==> src/rtl/frame_dump_streamer_pkg.sv <==
// Shared constants for the frame dump streamer: state encoding, ASCII codes, nibble formatter.
package frame_dump_streamer_pkg;

  localparam int unsigned DEF_PX_WIDTH  = 80;
  localparam int unsigned DEF_PX_HEIGHT = 60;

  localparam logic [7:0] ASCII_ZERO = 8'h30;
  localparam logic [7:0] ASCII_SP   = 8'h20;
  localparam logic [7:0] ASCII_NL   = 8'h0A;
  localparam logic [7:0] ASCII_A    = 8'h41;

  typedef enum logic [1:0] {
    S_IDLE,
    S_SNAP,
    S_PIXELS,
    S_STATUS
  } state_t;

  function automatic logic [7:0] hex_ascii(input logic [3:0] n);
    if (n < 4'd10) return ASCII_ZERO + {4'b0, n};
    else           return ASCII_A + {4'b0, n - 4'd10};
  endfunction

endpackage

==> src/rtl/frame_dump_streamer_skid.sv <==
// Two-entry skid FIFO holding ASCII pixel bytes between the framebuffer read port and the sink.
module pixel_skid_fifo (
  input  logic       clk,
  input  logic       clr,
  input  logic       push,
  input  logic       pop,
  input  logic [7:0] din,
  output logic [7:0] dout,
  output logic       full,
  output logic       empty
);

  logic [7:0] slot0, slot1;
  logic [1:0] cnt;
  logic       do_pop, do_push;

  assign do_pop  = pop & (cnt != 2'd0);
  assign do_push = push & ((cnt != 2'd2) | do_pop);

  always_ff @(posedge clk or negedge clr) begin
    if (!clr) begin
      slot0 <= '0;
      slot1 <= '0;
      cnt   <= '0;
    end else begin
      case ({do_push, do_pop})
        2'b10: begin
          if (cnt == 2'd0) slot0 <= din;
          else             slot1 <= din;
          cnt <= cnt + 2'd1;
        end
        2'b01: begin
          slot0 <= slot1;
          cnt   <= cnt - 2'd1;
        end
        2'b11: begin
          if (cnt == 2'd1) slot0 <= din;
          else begin
            slot0 <= slot1;
            slot1 <= din;
          end
        end
        default: ;
      endcase
    end
  end

  assign dout  = slot0;
  assign full  = (cnt == 2'd2);
  assign empty = (cnt == 2'd0);

endmodule

==> src/rtl/frame_dump_streamer.sv <==
// Per-frame ASCII dump of the framebuffer plus a score/perfect status record on a valid/ready stream.
module frame_dump_streamer
  import frame_dump_streamer_pkg::*;
#(
  parameter int unsigned PX_WIDTH  = DEF_PX_WIDTH,
  parameter int unsigned PX_HEIGHT = DEF_PX_HEIGHT,
  parameter int unsigned PIX_BITS  = 3,
  parameter int unsigned ADDR_W    = 16,
  parameter int unsigned CNT_W     = 16
) (
  input  logic                clk,
  input  logic                clr,
  input  logic                frame_tick,
  input  logic                enable,
  input  logic [3:0]          decim,
  output logic [ADDR_W-1:0]   mem_addr,
  input  logic [PIX_BITS-1:0] mem_data,
  input  logic [15:0]         score,
  input  logic                perfect,
  output logic [7:0]          out_data,
  output logic                out_valid,
  input  logic                out_ready,
  output logic                out_last,
  output logic                busy,
  output logic [CNT_W-1:0]    frames_dumped,
  output logic [CNT_W-1:0]    frames_dropped
);

  localparam int unsigned NPIX  = PX_WIDTH * PX_HEIGHT;
  localparam int unsigned IDX_W = ADDR_W + 1;

  state_t             state_q, state_d;
  logic [3:0]         dec_cnt;
  logic [IDX_W-1:0]   pix_idx;
  logic [ADDR_W-1:0]  addr_q;
  logic               rd_pend;
  logic [2:0]         st_idx;
  logic [15:0]        score_q;
  logic               perfect_q;
  logic [7:0]         fifo_dout;
  logic               fifo_full, fifo_empty;
  logic [1:0]         occ;
  logic [2:0]         load;
  logic               tick_hit, pix_done, pop, issue;

  assign tick_hit = frame_tick & enable & (dec_cnt == decim);
  assign busy     = (state_q != S_IDLE);
  assign pix_done = (pix_idx == IDX_W'(NPIX));
  assign pop      = (state_q == S_PIXELS) & out_valid & out_ready;
  assign occ      = fifo_full ? 2'd2 : (fifo_empty ? 2'd0 : 2'd1);
  // A byte leaving this cycle frees its slot now, which sustains one byte per clock.
  assign load     = 3'(occ) + 3'(rd_pend) - 3'(pop);
  assign issue    = (state_q == S_PIXELS) & !pix_done & (load < 3'd2);
  assign mem_addr = issue ? pix_idx[ADDR_W-1:0] : addr_q;

  pixel_skid_fifo u_fifo (
    .clk   (clk),
    .clr   (clr),
    .push  (rd_pend),
    .pop   (pop),
    .din   (ASCII_ZERO + 8'(mem_data)),
    .dout  (fifo_dout),
    .full  (fifo_full),
    .empty (fifo_empty)
  );

  always_ff @(posedge clk or negedge clr) begin
    if (!clr) state_q <= S_IDLE;
    else      state_q <= state_d;
  end

  always_comb begin
    state_d   = state_q;
    out_valid = 1'b0;
    out_data  = '0;
    out_last  = 1'b0;
    case (state_q)
      S_IDLE:   if (tick_hit) state_d = S_SNAP;
      S_SNAP:   state_d = S_PIXELS;
      S_PIXELS: begin
        if (!fifo_empty) begin
          out_valid = 1'b1;
          out_data  = fifo_dout;
        end
        if (pix_done && !rd_pend && occ == 2'd1 && out_ready) state_d = S_STATUS;
      end
      S_STATUS: begin
        out_valid = 1'b1;
        out_last  = (st_idx == 3'd7);
        case (st_idx)
          3'd0, 3'd5: out_data = ASCII_SP;
          3'd1:       out_data = hex_ascii(score_q[15:12]);
          3'd2:       out_data = hex_ascii(score_q[11:8]);
          3'd3:       out_data = hex_ascii(score_q[7:4]);
          3'd4:       out_data = hex_ascii(score_q[3:0]);
          3'd6:       out_data = ASCII_ZERO + {7'b0, perfect_q};
          default:    out_data = ASCII_NL;
        endcase
        if (out_ready && st_idx == 3'd7) state_d = S_IDLE;
      end
      default:  state_d = S_IDLE;
    endcase
  end

  always_ff @(posedge clk or negedge clr) begin
    if (!clr) begin
      dec_cnt        <= '0;
      pix_idx        <= '0;
      addr_q         <= '0;
      rd_pend        <= 1'b0;
      st_idx         <= '0;
      score_q        <= '0;
      perfect_q      <= 1'b0;
      frames_dumped  <= '0;
      frames_dropped <= '0;
    end else begin
      if (state_q == S_IDLE && frame_tick && enable)
        dec_cnt <= (dec_cnt == decim) ? 4'd0 : dec_cnt + 4'd1;
      if (busy && tick_hit && frames_dropped != '1)
        frames_dropped <= frames_dropped + CNT_W'(1);
      if (state_q == S_SNAP) begin
        score_q   <= score;
        perfect_q <= perfect;
        pix_idx   <= '0;
        st_idx    <= '0;
      end
      if (issue) begin
        addr_q  <= pix_idx[ADDR_W-1:0];
        pix_idx <= pix_idx + IDX_W'(1);
      end
      rd_pend <= issue;
      if (state_q == S_STATUS && out_ready) begin
        st_idx <= st_idx + 3'd1;
        if (st_idx == 3'd7 && frames_dumped != '1)
          frames_dumped <= frames_dumped + CNT_W'(1);
      end
    end
  end

endmodule
==> config.mk <==
export PLATFORM = sky130hd
export DESIGN_NAME = frame_dump_streamer
export DESIGN_NICKNAME = d
export VERILOG_FILES = /design/src/rtl/frame_dump_streamer_pkg.sv /design/src/rtl/frame_dump_streamer_skid.sv /design/src/rtl/frame_dump_streamer.sv
export SDC_FILE = /design/constraint.sdc
export NUM_CORES = 1
export LEC_CHECK = 0
export CELL_PAD_IN_SITES_DETAIL_PLACEMENT = 0
export CELL_PAD_IN_SITES_GLOBAL_PLACEMENT = 2
export CORE_ASPECT_RATIO = 1.25
export CORE_UTILIZATION = 35
export CTS_BUF_LIST = sky130_fd_sc_hd__clkbuf_4 sky130_fd_sc_hd__clkbuf_8
export CTS_CLUSTER_DIAMETER = 80
export CTS_CLUSTER_SIZE = 8
export DETAILED_ROUTE_END_ITERATION = 8
export PLACE_DENSITY = 0.89
export SETUP_SLACK_MARGIN = 0.2
export SLEW_MARGIN = 20
export SYNTH_ARGS = -nofsm -noshare
export SYNTH_HDL_FRONTEND = slang
export SYNTH_SLANG_ARGS = --single-unit
==> constraint.sdc <==
create_clock -name clk -period 4.8 [get_ports clk]
set_input_delay 0.96 -clock clk [delete_from_list [all_inputs] [get_ports clk]]
set_output_delay 0.96 -clock clk [all_outputs]
set_load 0.01 [all_outputs]
==> flow_summary.json <==
{
  "status": "complete, no violations",
  "hold_viol": 0,
  "yosysTopAreaCellShare": 0.4441,
  "holdWs_ps": 481.2,
  "rsz0062_at_grt": "false",
  "p_leak_nw": 3.303,
  "cts_tree": "yes",
  "worstHoldStart": "addr_q[4]",
  "pre_cts_ws_ps": 95.97,
  "synth_edf_count": 0,
  "cp_data_required_time_ps": 3840,
  "wire_per_inst_microns": 14.82,
  "worst_slack_ps": 359.8,
  "clk_latency_ps": 380,
  "cts.sinks": 102,
  "ys_seq_elements": 102,
  "start_util": 0.3562,
  "cts_setup_buffers": 0,
  "path_clk_slew_ps": 90,
  "antenna_left": 0,
  "die_h_microns": 145.3,
  "hold_class": "register to register",
  "power_mw": 3.261,
  "grt_overflow": 0,
  "synthArstFlopShare": 1.000,
  "worst_r2r_endpoint": "pix_idx[12]",
  "hpwl_microns": 10140,
  "grt_pass1_wl_microns": 23380,
  "io_buffers": 86,
  "max_cap_viol_count": 0,
  "synth_warnings": 0,
  "critPathCaptureType": "primary output",
  "worst_pin_slew_ps": 624.6,
  "numCtsBuffers": 9,
  "wl_microns": 13690,
  "power_density_nw_per_um2": 450.3,
  "grt_pass1_vias": 4799,
  "fp.dieArea_sq_um": 16940,
  "grt_max_degree": 76,
  "dpl_cell_area_sq_um": 6894,
  "min_path_cells": 2,
  "antenna_found_initial": 0,
  "routabilityCongestion": 0.8229,
  "setup_viol_count_final": 0,
  "finalCritPeriodShare": 0.9250,
  "viasPerCell": 5.136,
  "drv_slew": 0,
  "std_cell_rows": 52,
  "critPathArrivalTime_ps": 3480,
  "drt_first_pass_iters": 4,
  "r2r-start": "u_fifo.cnt[0]",
  "synth_area_leaders": "dfrtp_1 (44%), ha_1 (7.2%), nand2_1 (6.4%), xor2_1 (4.4%), o21ai_0 (4.2%)",
  "avgSynthCellArea_sq_um": 9.423,
  "whs_endpoint": "addr_q[4]",
  "final_cells": 924,
  "layout.nets": 765,
  "vias": 4746,
  "max_slew_margin": 0.5836,
  "clock_path_buffers": 2,
  "synthFlopType": "dfrtp_1",
  "antenna_cells": 0,
  "core_sq_um": 16140,
  "r2r_cells": 10,
  "drive_gt1_frac": 0.08616,
  "synth_top_area_cell": "dfrtp_1",
  "root_buffer": "clkbuf_8",
  "setup_tns_ps": 0,
  "syn_area_sq_um": 5748,
  "critPathKind": "input port to primary output",
  "synth.distinct_cells": 64,
  "synth_nets": 672,
  "vdd_drop_max_mv": 0.3246,
  "num_io_pins": 88,
  "synthCells": 610,
  "crit_path_start_kind": "input port",
  "ff2ff_setup_slack_ps": 1610,
  "dieWidth_microns": 116.6,
  "area_growth_pct": 26.01,
  "drt_first_iter_violations": 222,
  "min_period_ps": 4440,
  "htreeDepth": 3,
  "final_util": 0.4489,
  "cp_max_fo": 22,
  "placed_cells": 907,
  "skew_ps": 10.97,
  "final_common_cell": "dfrtp_1",
  "fmax_mhz": 225.2,
  "final_area_sq_um": 7243,
  "drc_errors": 0,
  "grt_usage": 0.1738,
  "final_cell_mix": "dfrtp_1 (102), nand2_1 (97), clkdlybuf4s50_1 (78)",
  "ys_seq_area_frac": 0.4441
}
## cells in the mapped netlist (all sizes together), types with 3 or more instances
cell / number
dfrtp: 102
nand2: 98
o21ai: 51
ha: 33
inv: 32
nand3: 32
xor2: 29
nor2: 22
nor3: 21
a21oi: 19
xnor2: 17
mux2: 15
nand4: 15
clkbuf: 12
and3: 11
nor2b: 10
a21o: 7
nor4: 7
a31oi: 5
buf: 5
a32oi: 4
and4: 4
mux2i: 4
o31ai: 4
or3: 4
a211oi: 3
nand2b: 3
nand3b: 3
nand4b: 3
nor4b: 3
or2: 3
## worst max-delay path: stages
cell             delay, ps
clkdlybuf4s50_1        490
nand2_1                 80
a21oi_1                140
ha_1                   250
nor2b_1                120
ha_1                   240
and3b_2                290
nand2_4                100
clkinv_8               120
nand2_1                 70
nand2_1                100
clkdlybuf4s50_1        540
## how the worst max path moves through the flow
stage                   end  cells after the start       start  slack, ps
6_report        mem_addr[8]                     12   out_ready        360
5_1_grt        mem_addr[10]                     13   out_ready        200
4_1_cts         mem_addr[4]                     14  state_q[0]        200
3_5_place_dp   mem_addr[12]                     12   out_ready        100
3_3_place_gp   mem_addr[13]                     12   out_ready        120
2_1_floorplan   mem_addr[2]                     14  state_q[0]       1050
## layer usage
| metal | GRT usage | share of wire |
|---|---|---|
| met5 | 0 | 0 |
| met1 | 0.2166 | 0.44 |
| met3 | 0.02757 | 0.029 |
| met4 | 0.05253 | 0.013 |
| met2 | 0.3030 | 0.52 |
## state kept, by name, summed over array words and instances, names as in the netlist, 2 cells and up
signal / count
addr_q: 16
dec_cnt: 4
frames_dropped: 16
frames_dumped: 16
pix_idx: 17
score_q: 16
st_idx: 3
state_q: 2
u_fifo.cnt: 2
u_fifo.dout: 4
u_fifo.slot1: 4
## what timing repair did
item | in CTS | in global routing
resized for setup | 5 | 15
hold buffers | 0 | 0
endpoints found under the setup margin | 14 | 15
hold endpoints to repair | 0 | 0
## final cells by class
class | instances | area [sq um]
fillers | 1653 | 8892
repair buffers | 99 | 993.5
multi-input cells | 459 | 3014
clock inverters | 5 | 128.9
clock buffers | 11 | 151.4
inverters | 32 | 132.6
flip-flops and latches | 102 | 2552
well taps | 216 | 270.3
## where the power goes
group | internal [mW] | leakage [nW] | switching [mW]
sequential | 0.956 | 1.32 | 0.0788
combinational | 0.629 | 1.84 | 0.855
clock | 0.429 | 0.140 | 0.315
total | 2.01 | 3.30 | 1.25
## kinds of logic after synthesis
group | Yosys count | synth area share
buffers and inverters | 49 | 0.03352
adders and majority gates | 33 | 0.07183
xor gates and xnor gates | 46 | 0.07009
DFF | 102 | 0.4441
and+or+nand+nor | 245 | 0.2194
other | 1 | 0.0006524
AOI/OAI and AO/OA | 115 | 0.1241
muxes | 19 | 0.03635
No activity file was read; power rests on OpenSTA's default activity.
